$ cat config.mk
export PLATFORM = sky130hd
export DESIGN_NAME = switch_bank_sampler
export DESIGN_NICKNAME = d
export VERILOG_FILES = /design/src/rtl/switch_bank_pkg.sv /design/src/rtl/switch_bank_sampler_debounce_ch.sv /design/src/rtl/switch_bank_sampler.sv
export SDC_FILE = /design/constraint.sdc
export NUM_CORES = 1
export LEC_CHECK = 0
export ABC_AREA = 1
export CORE_MARGIN = 3
export CORE_UTILIZATION = 50
export CTS_BUF_LIST = sky130_fd_sc_hd__clkbuf_4 sky130_fd_sc_hd__clkbuf_8
export DETAILED_ROUTE_END_ITERATION = 10
export GPL_ROUTABILITY_DRIVEN = 0
export HOLD_SLACK_MARGIN = 0.08
export PLACE_DENSITY = 0.76
export SLEW_MARGIN = 40
export SYNTH_ARGS = -nofsm -noshare
export SYNTH_HDL_FRONTEND = slang
export SYNTH_SLANG_ARGS = --single-unit
$ cat constraint.sdc
create_clock -name clk -period 2 [get_ports clk]
set_clock_uncertainty 0.1 [all_clocks]
set_input_delay 0.6 -clock clk [delete_from_list [all_inputs] [get_ports clk]]
set_output_delay 0.6 -clock clk [all_outputs]
set_load 0.01 [all_outputs]
$ cat src/rtl/switch_bank_pkg.sv
// Shared constants and sizing helpers for the switch bank sampler.
package switch_bank_pkg;

   localparam int SYNC_DEPTH = 2;

   function automatic int clog2(input int n);
      int r;
      r = 0;
      for (int i = 0; i < 31; i++) begin
         if ((1 << i) < n) r = i + 1;
      end
      return r;
   endfunction

   function automatic int cnt_width(input int cycles);
      return clog2(cycles) + 1;
   endfunction

endpackage

$ cat src/rtl/switch_bank_sampler_debounce_ch.sv
// One switch channel: pin synchronizer, stability counter,
// debounced value and registered edge pulses.
module debounce_ch
   import switch_bank_pkg::*;
#(
   parameter int DEBOUNCE_CYCLES = 4
) (
   input  logic clk,
   input  logic rst_n,
   input  logic rst_val,
   input  logic sw,
   output logic val,
   output logic rise,
   output logic fall,
   output logic flip,
   output logic val_nxt
);

   localparam int CW = cnt_width(DEBOUNCE_CYCLES);
   localparam logic [CW-1:0] CNT_MAX = CW'(DEBOUNCE_CYCLES - 1);

   logic [SYNC_DEPTH-1:0] sync_q;
   logic [CW-1:0]         cnt;
   logic                  synced;
   logic                  differ;

   assign synced  = sync_q[SYNC_DEPTH-1];
   assign differ  = synced ^ val;
   assign flip    = differ && (cnt == CNT_MAX);
   assign val_nxt = val ^ flip;

   always_ff @(posedge clk or negedge rst_n) begin
      if (!rst_n) begin
         sync_q <= {SYNC_DEPTH{rst_val}};
      end else begin
         sync_q <= {sync_q[SYNC_DEPTH-2:0], sw};
      end
   end

   // Any return to agreement restarts the stability count.
   always_ff @(posedge clk or negedge rst_n) begin
      if (!rst_n) begin
         cnt <= '0;
      end else if (!differ || flip) begin
         cnt <= '0;
      end else begin
         cnt <= cnt + 1'b1;
      end
   end

   always_ff @(posedge clk or negedge rst_n) begin
      if (!rst_n) begin
         val  <= rst_val;
         rise <= 1'b0;
         fall <= 1'b0;
      end else begin
         val  <= val_nxt;
         rise <= val_nxt & ~val;
         fall <= ~val_nxt & val;
      end
   end

endmodule

$ cat src/rtl/switch_bank_sampler.sv
// Debounced switch bank with a single-entry change-event register
// and sticky overwrite flag.
module switch_bank_sampler
   import switch_bank_pkg::*;
#(
   parameter int               WIDTH           = 4,
   parameter int               DEBOUNCE_CYCLES = 4,
   parameter logic [WIDTH-1:0] RESET_VAL       = '0
) (
   input  logic             clk,
   input  logic             rst_n,
   input  logic [WIDTH-1:0] sw_in,
   output logic [WIDTH-1:0] val,
   output logic [WIDTH-1:0] rise,
   output logic [WIDTH-1:0] fall,
   output logic             evt_valid,
   input  logic             evt_ready,
   output logic [WIDTH-1:0] evt_val,
   output logic             evt_ovf,
   input  logic             ovf_clr
);

   logic [WIDTH-1:0] flip;
   logic [WIDTH-1:0] val_nxt;
   logic             any_flip;
   logic             ovf_set;

   debounce_ch #(
      .DEBOUNCE_CYCLES(DEBOUNCE_CYCLES)
   ) u_ch[WIDTH-1:0] (
      .clk    (clk),
      .rst_n  (rst_n),
      .rst_val(RESET_VAL),
      .sw     (sw_in),
      .val    (val),
      .rise   (rise),
      .fall   (fall),
      .flip   (flip),
      .val_nxt(val_nxt)
   );

   assign any_flip = |flip;
   assign ovf_set  = evt_valid && !evt_ready && any_flip;

   // A fresh flip always wins over a same-cycle accept.
   always_ff @(posedge clk or negedge rst_n) begin
      if (!rst_n) begin
         evt_valid <= 1'b0;
         evt_val   <= RESET_VAL;
      end else if (any_flip) begin
         evt_valid <= 1'b1;
         evt_val   <= val_nxt;
      end else if (evt_ready) begin
         evt_valid <= 1'b0;
      end
   end

   always_ff @(posedge clk or negedge rst_n) begin
      if (!rst_n) begin
         evt_ovf <= 1'b0;
      end else if (ovf_set) begin
         evt_ovf <= 1'b1;
      end else if (ovf_clr) begin
         evt_ovf <= 1'b0;
      end
   end

endmodule
# Word-level counts from Yosys, hierarchy flattened
# Cells that the tools add are included.
[totals]
output_inout_bits = 18
word_cells = 81
register_bits = 38
inputBits = 8
[op_classes]
addsub = 4
n_eq_ne = 4
bitwise = 24
muxes = 8
n_reduce_logical = 18
[ops]
columns = ["operator", "n"]
rows = [
  ["adder 3 x 1 -> 3 bit, second input constant", 4],
  ["== test 3 x 2 -> 1 bit, second input constant", 4],
  ["two-way mux 3 bit", 4],
  ["bitwise AND 1 bit", 8],
  ["inverter 1 bit", 8],
  ["XOR 1 bit", 8],
  ["logical AND 1 bit", 6],
  ["logical NOT 1 bit", 5],
  ["logical OR 1 bit", 4],
  ["two-way mux 1 bit", 4],
  ["nonzero test 2 bit", 2],
  ["OR reduction 4 bit", 1],
]

# Longest topological paths before layout
[logic_depth]
depth_word = 5
mapped_depth = 8
depth_no_buf = 8

# Worst setup path before layout
# Ideal clock, no wire load.
[synth_path]
kind = "register to register"
from = "reg u_ch[3].cnt[0]"
to = "reg evt_ovf"
synth_period_minus_slack_ns = 1.357
slack_ns = 0.643
arrival_ns = 1.134
path_buffers = 0
required_time_ns = 1.777
stages_incl_launch_ff = 7
setup_time_ns = 0.123
cell_sequence = "dfrtp_1 -> ha_1 -> ha_1 -> nand2_2 -> nand2_4 -> o21ai_0 -> nand2_1"
[synth_via]
elab_chain_len = 5
elab_cells_between_ends = 6
cone_classes = "eq/ne: 1; mux: 1; reduce/logical: 4"
[synth_rtl]
columns = ["item", "line", "source"]
rows = [
  ["start, declared", "switch_bank_sampler_debounce_ch.sv:23", "logic [CW-1:0] cnt;"],
  ["start signal, assigned", "switch_bank_sampler_debounce_ch.sv:47", "cnt <= cnt + 1'b1;"],
  ["== test 3 x 2 -> 1 bit *", "switch_bank_sampler_debounce_ch.sv:29", "assign flip = differ && (cnt == CNT_MAX);"],
  ["logical AND 1 bit *", "switch_bank_sampler_debounce_ch.sv:29", ""],
  ["OR reduction 4 bit *", "switch_bank_sampler.sv:42", "assign any_flip = |flip;"],
  ["logical AND 1 bit *", "switch_bank_sampler.sv:43", "assign ovf_set = evt_valid && !evt_ready && any_flip;"],
  ["two-way mux 1 bit or nonzero test 2 bit (tied branches)", "-", ""],
  ["end signal, assigned", "switch_bank_sampler.sv:60", "evt_ovf <= 1'b0;"],
  ["end signal, assigned", "switch_bank_sampler.sv:62", "evt_ovf <= 1'b1;"],
  ["end signal, assigned", "switch_bank_sampler.sv:64", "evt_ovf <= 1'b0;"],
  ["end, declared", "switch_bank_sampler.sv:19", "output logic evt_ovf,"],
]
# Mark *: on every way between the ends. The rest lies on a longest branch, timed or not.
# A chain may end at the register's enable or synchronous reset.

# Final worst setup path
[layout_path]
from = "reg evt_ovf"
to = "out evt_ovf"
# No word-level cell between the ends.

==> results.sh <==
export IMPL_n_antenna_cell=0
export IMPL_critPathCaptureType="output pin"
export IMPL_cts_tree="yes"
export IMPL_ys_seq_elements=38
export IMPL_syn_area_um2=1538
export IMPL_worstHoldStart="u_ch[2].sync_q[0]$_DFF_PN0_"
export IMPL_utilization_pct=65.18
export IMPL_synth_top_area_share_pct=61.84
export IMPL_synth_top_area_cell="dfrtp_1"
export IMPL_drc=0
export IMPL_grt_pass1_vias=1011
export IMPL_yosys_top_cells_area="dfrtp_1 62%, nand2_1 6.8%, ha_1 6.5%, buf_4 5.9%, nor2_1 5.1%"
export IMPL_num_vias=965
export IMPL_wl_met2_mm=1.220
export IMPL_run_status="complete, no violations"
export IMPL_worstHoldPathType="register to register"
export IMPL_seq_area_frac_synth_pct=61.84
export IMPL_grt_usage_pct=15.16
export IMPL_critical_path_class="register to output pin"
export IMPL_worstPathArrival_ns=1.25
export IMPL_routed_top_layer="met4"
export IMPL_synth_edf_count=0
export IMPL_synth_cell_types=11
export IMPL_grt_pass1_wl_mm=4.064
export IMPL_yosysWarnings=0
export IMPL_nNetsFinal=188
export IMPL_io_pins=26
export IMPL_wl_per_cell_um=11.42
export IMPL_p_per_area_nw_per_um2=1165
export IMPL_synth_compound_area_share_pct=3.255
export IMPL_overflow=0
export IMPL_crit_chain="clkdlybuf4s50_1"
export IMPL_power_leakage_nw=1.030
export IMPL_cp_required_ns=1.30
export IMPL_dp_slack_ns=0.3937
export IMPL_r2r_start="u_ch[0].cnt[0]$_DFF_PN0_"
export IMPL_final_max_slew_viol_count=0
export IMPL_period_minus_slack_ns=1.952
export IMPL_via_per_inst=4.730
export IMPL_met3_length_um=134
export IMPL_antenna_found_initial=0
export IMPL_cap_violations=0
export IMPL_worst_path_max_delay_cell="clkdlybuf4s50_1"
export IMPL_die_h_um=61.46
export IMPL_max_slew_margin_rel_pct=82.96
export IMPL_design_core_area_um2=2853
export IMPL_r2r_slack_ns=0.49
export IMPL_synthFlopType="dfrtp_1"
export IMPL_vdd_drop_max_uv=652.4
export IMPL_drt_iter0_drc=31
export IMPL_cp_max_fo=2
export IMPL_crit_family="buffers and inverters"
export IMPL_synth_avg_cell_area_um2=10.39
export IMPL_numClockSinks=38
export IMPL_start_kind="register"
export IMPL_finalHoldViolations=0
export IMPL_tightest_slew_ns=0.2529
export IMPL_synthAdderAreaFrac_pct=6.509
export IMPL_wl_met1_um=944
export IMPL_setup_viol=0
export IMPL_syn_num_nets=164
export IMPL_r2r_end="evt_ovf$_DFFE_PN0P_"
export IMPL_clock_latency_ns=0.34
export IMPL_io_buffers=25
export IMPL_hpwlAfterDp_mm=1.783
export IMPL_yosysMostFrequentCell="dfrtp_1"
export IMPL_crit_end="evt_ovf"
export IMPL_ant_nets=0
export IMPL_max_stage_delay_ns=0.54
export IMPL_drive_above_1_share_pct=13.29
export IMPL_row_count=19
export IMPL_start_util_pct=53.90
export IMPL_first_pass_iters=4
export IMPL_dieWidth_um=61.46
export IMPL_synthSimpleGateAreaFrac_pct=17.17
export IMPL_final_cell_area_um2=1859
export IMPL_max_freq_ghz=0.5123
export IMPL_clk_path_buf_depth=2
export IMPL_period_share_pct=97.59
export IMPL_synth_xor_area_share_pct=0
export IMPL_wl_mm=2.330
export IMPL_r2r_cells=6
export IMPL_cp_depth=1
export IMPL_cts_root_buf="clkbuf_4"
export IMPL_crit_start="evt_ovf$_DFFE_PN0P_"
export IMPL_cts_buffers=5
export IMPL_area_growth_synth_to_final_pct=20.91
export IMPL_worst_slack_ns=0.04816
export IMPL_syn_inst=148
export IMPL_synth_top_family_by_area="simple AND/OR/NAND/NOR gates"
export IMPL_path_clk_slew_ns=0.11
export IMPL_grt_max_degree=17
export IMPL_die_area_um2=3777
export IMPL_synthTopCellsByCount="38 x dfrtp_1, 28 x nand2_1, 21 x nor2_1"
export IMPL_async_flop_share_pct=100.0
export IMPL_synth_mux_area_share_pct=0
export IMPL_dpl_cell_area_um2=1747
export IMPL_h_tree_depth=2
export IMPL_path_buf_inv=1
-- area by class of cell --
class	instances	area (um2)
fill	238	993.5
multi-input combinational	76	414.1
clock buffer	5	37.54
tap	31	38.79
clock inverter	3	40.04
sequential	38	950.9
inverter	22	82.58
timing repair buffer	29	295.3
-- what timing repair did --
item | 4_1_cts | 5_1_grt
endpoints found under the setup margin | 0 | 7
hold buffers | 1 | 0
buffers inserted | 0 | 1
gates resized for setup | 0 | 7
hold endpoints to repair | 6 | 0
-- sequential cells by signal (all words and copies together) (netlist names) --
signal / cells
u_ch.cnt: 12
evt_valid: 1
u_ch.rise: 4
evt_ovf: 1
evt_val: 4
u_ch.fall: 4
u_ch.sync_q: 8
u_ch.val: 4
-- routing by layer --
metal	up-vias	global-route usage, %
li1	480	-
met1	460	16.69
met2	21	26.28
met3	4	4.403
met4	0	8.182
met5	-	0
-- worst min path at each step --
| stage | to | slack [ns] | depth (start not counted) |
|---|---|---|---|
| after floorplan | evt_ovf$_DFFE_PN0P_ | 0.20 | 0 |
| after global placement | u_ch[3].sync_q[1]$_DFF_PN0_ | 0.23 | 0 |
| after global routing | u_ch[2].sync_q[1]$_DFF_PN0_ | 0.28 | 0 |
| final | u_ch[2].sync_q[1]$_DFF_PN0_ | 0.26 | 0 |
| after detailed placement | u_ch[2].sync_q[1]$_DFF_PN0_ | 0.24 | 0 |
| after CTS | u_ch[2].sync_q[1]$_DFF_PN0_ | 0.26 | 0 |
-- cells in the final DEF (no fill, tap or decap), drive strengths merged --
cell type / instances
ha: 8
dfrtp: 38
inv: 22
clkinv: 2
dlygate4sd3: 1
bufinv: 1
o21ai: 10
clkbuf: 5
clkdlybuf4s50: 17
dlymetal6s2s: 7
nor2: 22
nand2: 36
buf: 4
-- logic make-up (layout without fill, tap and decap cells) --
family	Yosys count	in the layout
simple gates	58	58
flops	38	38
fa+ha+maj	8	8
compound gates	10	10
buf+inv	34	59
-- power breakdown --
part           leakage, nW  switching, mW  internal [mW]
registers            0.493         0.0834          0.933
logic                0.491          0.349          0.292
clock network       0.0450          0.250          0.259
total                 1.03          0.682           1.48
-- worst reg2reg max path, stage by stage, from the launching register on --
cell and delay [ns]:
dfrtp_1 0.41, ha_1 0.20, ha_1 0.22, nand2_1 0.13, nand2_4 0.10, o21ai_0 0.18, nand2_1 0.08
-- through the flow --
step                      std cells  power (mW)  hold WS, ns    TNS, ns
after global routing            204       2.324       0.2792  -0.006575
after CTS                       203       2.197       0.2617          0
after floorplan                 148       1.457       0.2044          0
after detailed placement        194       1.690       0.2371          0
final                           204       2.167       0.2588          0
after global placement          194       1.646       0.2333          0
(Power assumes the default switching activity.)
